===== src/rtl/int8_to_fp8_converter.sv =====
// Converts a signed 8-bit integer to the 8-bit {sign, exp[2:0], mant[3:0]} operand
// format by shifting right one bit per clock, then rounding once.
module int8_to_fp8_converter #(
   parameter bit ROUND_EN = 1'b1
) (
   input  logic       clk,
   input  logic       clr,
   input  logic       start,
   input  logic [7:0] int_in,
   output logic       busy,
   output logic       done,
   output logic [7:0] fp_out
);

   typedef enum logic [1:0] {IDLE, NORM, ROUND} state_t;

   state_t     state;
   logic       sign;
   logic [8:0] mag;
   logic [2:0] exp_r;
   logic       guard;
   logic       sticky;

   logic [7:0] abs_in;
   logic       round_up;
   logic [4:0] mant_sum;
   logic       carry;

   // 0x80 negates to 0x80, which read as unsigned is the required 128
   assign abs_in   = int_in[7] ? (~int_in + 8'd1) : int_in;
   assign round_up = ROUND_EN && guard && (sticky || mag[0]);
   assign mant_sum = {1'b0, mag[3:0]} + {4'd0, round_up};
   assign carry    = mant_sum[4];

   always_ff @(posedge clk) begin
      if (clr) begin
         state  <= IDLE;
         busy   <= 1'b0;
         done   <= 1'b0;
         fp_out <= 8'h00;
         sign   <= 1'b0;
         mag    <= 9'd0;
         exp_r  <= 3'd0;
         guard  <= 1'b0;
         sticky <= 1'b0;
      end else begin
         done <= 1'b0;
         case (state)
            IDLE: begin
               if (start) begin
                  sign   <= int_in[7];
                  mag    <= {1'b0, abs_in};
                  exp_r  <= 3'd0;
                  guard  <= 1'b0;
                  sticky <= 1'b0;
                  busy   <= 1'b1;
                  state  <= NORM;
               end
            end
            NORM: begin
               if (mag[8:4] != 5'd0) begin
                  sticky <= sticky | guard;
                  guard  <= mag[0];
                  mag    <= mag >> 1;
                  exp_r  <= exp_r + 3'd1;
               end else begin
                  state <= ROUND;
               end
            end
            ROUND: begin
               // mantissa overflow to 16 renormalizes to 8 with one more exponent
               fp_out <= {sign, carry ? (exp_r + 3'd1) : exp_r, carry ? 4'd8 : mant_sum[3:0]};
               done   <= 1'b1;
               busy   <= 1'b0;
               state  <= IDLE;
            end
            default: state <= IDLE;
         endcase
      end
   end

endmodule


===== config.mk =====
export PLATFORM = sky130hd
export DESIGN_NAME = int8_to_fp8_converter
export DESIGN_NICKNAME = d
export VERILOG_FILES = /design/src/rtl/int8_to_fp8_converter.sv
export SDC_FILE = /design/constraint.sdc
export NUM_CORES = 1
export LEC_CHECK = 0
export BUFFER_PORTS_ARGS = -buffer_cell sky130_fd_sc_hd__buf_2
export CORE_UTILIZATION = 45
export CTS_CLUSTER_DIAMETER = 120
export DETAILED_ROUTE_END_ITERATION = 7
export PLACE_DENSITY = 0.66
export SYNTH_ARGS = -nofsm -noshare
export SYNTH_HDL_FRONTEND = slang
export SYNTH_SLANG_ARGS = --single-unit
export TNS_END_PERCENT = 30

===== constraint.sdc =====
create_clock -name clk -period 2.3 [get_ports clk]
set_input_delay 0.23 -clock clk [delete_from_list [all_inputs] [get_ports clk]]
set_output_delay 0.23 -clock clk [all_outputs]
set_load 0.02 [all_outputs]

==> metrics.txt <==
Nets between 150 and 200; slack of the critical path 0.5991 ns; Filler cells 243; Setup crit end kind flop; Final Instance Count excl. Fillers 197; Pwr Total 0.9046 mW; Hold Crit Depth 3; Slew @ Worst Pin around 0.64 ns; most frequent cells in the layout dfxtp_1, buf_2, a21oi_1; Iter 0 DRT Violations 13; syn avg cell area 8.377 sq um; Inst Count DP 193; worst-path maximum fanout 11; fin crit period 1.701 ns; largest net degree at the start of global routing 28; CP Data Required Time around 2.5 ns; core outline area around 2600 sq um; hold buffer count at cts 0; slew margin rel. 0.5737; fraction of layout cells with a size suffix above 1 0.1856; clock network power share 0.255; I/O Pins 21; reg-to-reg endpoint mag[2]$_SDFFE_PP0P_; Synth Warn # 0; unique cell type count in the Yosys netlist between 40 and 50; CTS Buf Count 3; Gate power share 0.186; max cap viols 0; Initial Util 0.4927; # port buffers 20; hpwl dp approximately 1900 um; Hold WC Path Type input pin to flop; period utilization 0.7395; DRC Markers 0; RSZ-0062 raised after global routing false; Worst EP arrival 1.90 ns; antenna viol nets, final 0; hold path startpoint int_in[0]; Mapped Nets between 150 and 200; Pwr Density ~640 nW/um^2; Setup Crit Path Kind flop to flop; Final Max Slew Viols 0; Worst VDD drop 0.4628 mV; # setup viols final 0; Synth Flop Type dfxtp_1; Seq/Total Area, Yosys 0.4115; status finished clean; Vias per Instance 5.797; Die Width 55.02 um; static leakage 0.5808 nW; internal power 0.6390 mW; die area 3027 sq um; asr flop ratio synth 0; DR vias 1142; setup TNS 0 ns; Clock Skews between 0.002 and 0.003 ns; initial antenna violation count 0; internal reg-to-reg setup slack around 0.60 ns; global-route wire length before repair 3967 um; antenna diode count 0; CP startpoint kind flop; postcts setup bufs 0; Mapped Cells 151; first-pass detailed-route iteration total 4; FMAX 0.5879 GHz; GRT overflow 0; WL/cell 13.32 um; P_sw 0.2656 mW; CTS-repair resized insts 0; Area growth, synth to finish 11.08%; Placement Setup Slack around 0.63 ns; Flop pwr share 0.559; clock root buffer clkbuf_4; final hold violations 0; sw frac 0.2936; vias in the first global route 900; Clock Latency Late Sink 0.32 ns; R2R Path Start mag[7]$_SDFFE_PP0P_; Synth Cell Area 1265 sq um; #FFs+latches synth 26; final WL 2625 um; GRT Util Overall 0.1879; clock sinks 26; Clock Path Buffers 2; row cnt 18; htree depth 1; Die Y between 50 and 60 um; hold endpoint mag[0]$_SDFFE_PP0P_; Reg clk slew, reported paths 0.14 ns; most common cell after layout, fill and taps aside dfxtp_1; gpl congestion 0.7892; r2r worst-path depth 4; CTS tree yes; number of flops mapped to enable cells by yosys 0
power by group through the flow:
| stage | Combinational [mW] | Sequential [mW] | Clock (mW) |
|---|---|---|---|
| after floorplan | 0.119 | 0.518 | 0 |
| after global placement | 0.165 | 0.513 | 0 |
| after detailed placement | 0.167 | 0.515 | 0 |
| after CTS | 0.168 | 0.505 | 0.239 |
| after global routing | 0.187 | 0.510 | 0.256 |
| final | 0.168 | 0.505 | 0.231 |
through the flow:
step	cell area [sq um]	hold WS (ns)	util
floorplan	1265	0.3660	-
global placement	1369	0.4398	0.5331
detailed placement	1369	0.4446	0.5331
CTS	1405	0.2036	0.5473
global route	1405	0.2011	0.5473
finish	1405	0.2089	0.5473
how the worst max path moves through the flow:
stage	startpoint	end	slack, ns	cells after the start
after CTS	mag[7]$_SDFFE_PP0P_	mag[2]$_SDFFE_PP0P_	0.61	4
final	mag[7]$_SDFFE_PP0P_	mag[2]$_SDFFE_PP0P_	0.60	4
after global routing	state[1]$_SDFFE_PP0P_	mag[0]$_SDFFE_PP0P_	0.48	4
after detailed placement	mag[7]$_SDFFE_PP0P_	mag[4]$_SDFFE_PP0P_	0.63	4
after global placement	mag[7]$_SDFFE_PP0P_	mag[4]$_SDFFE_PP0P_	0.69	4
after floorplan	mag[7]$_SDFFE_PP0P_	mag[4]$_SDFFE_PP0P_	0.85	5
registers in the layout, indices dropped and copies added, names as in the netlist:
name    cells
exp_r       3
sign        1
guard       1
fp_out      8
mag         8
busy        1
done        1
sticky      1
state       2
cell type report:
cell class | count | area, sq um | share of cell area
multi-input cells | 112 | 688.2 | 0.4898
well taps | 30 | 37.54 | 0.02671
clock buffers | 4 | 36.28 | 0.02582
inverters | 4 | 15.01 | 0.01069
repair buffers | 21 | 107.6 | 0.07658
flip-flops and latches | 26 | 520.5 | 0.3704
cell families after synthesis:
| family | synth area share |
|---|---|
| and+or+nand+nor | 0.2522 |
| AOI/OAI and AO/OA | 0.2097 |
| DFF | 0.4115 |
| buffers and inverters | 0.04451 |
| xor gates and xnor gates | 0.03462 |
| adders and majority gates | 0.03957 |
| muxes | 0.007913 |
synth_stat cells (all sizes together), types with 2 or more instances:
master / instances / area, sq um
nand2b: 2 / 12.51
or3: 2 / 12.51
a21oi: 19 / 98.85
inv: 4 / 15.01
clkbuf: 5 / 18.77
nand3: 5 / 25.02
o21ai: 5 / 28.77
nand4: 3 / 18.77
nand2: 17 / 63.81
or4: 3 / 26.27
a211oi: 3 / 22.52
a311o: 2 / 20.02
o211ai: 4 / 30.03
nor2: 15 / 56.30
ha: 4 / 50.05
and3: 2 / 12.51
nor3b: 2 / 20.02
nor3: 4 / 20.02
xor2: 4 / 35.03
dfxtp: 26 / 520.5
buf: 4 / 22.52
layer usage:
layer  vias to the layer above  global-route usage  share of wire
met5                         -                   0              0
met4                         0             0.03750              0
met3                         0             0.05738          0.039
met2                        23              0.3112           0.47
met1                       544              0.2401           0.49
li1                        575                   -              -
critical path: stages (launching register included):
cell	delay (ns)
dfxtp_1	0.37
or4_4	0.55
a21oi_2	0.42
a311o_1	0.18
a21oi_1	0.06
Note: power is estimated with default switching activity, not from simulation.
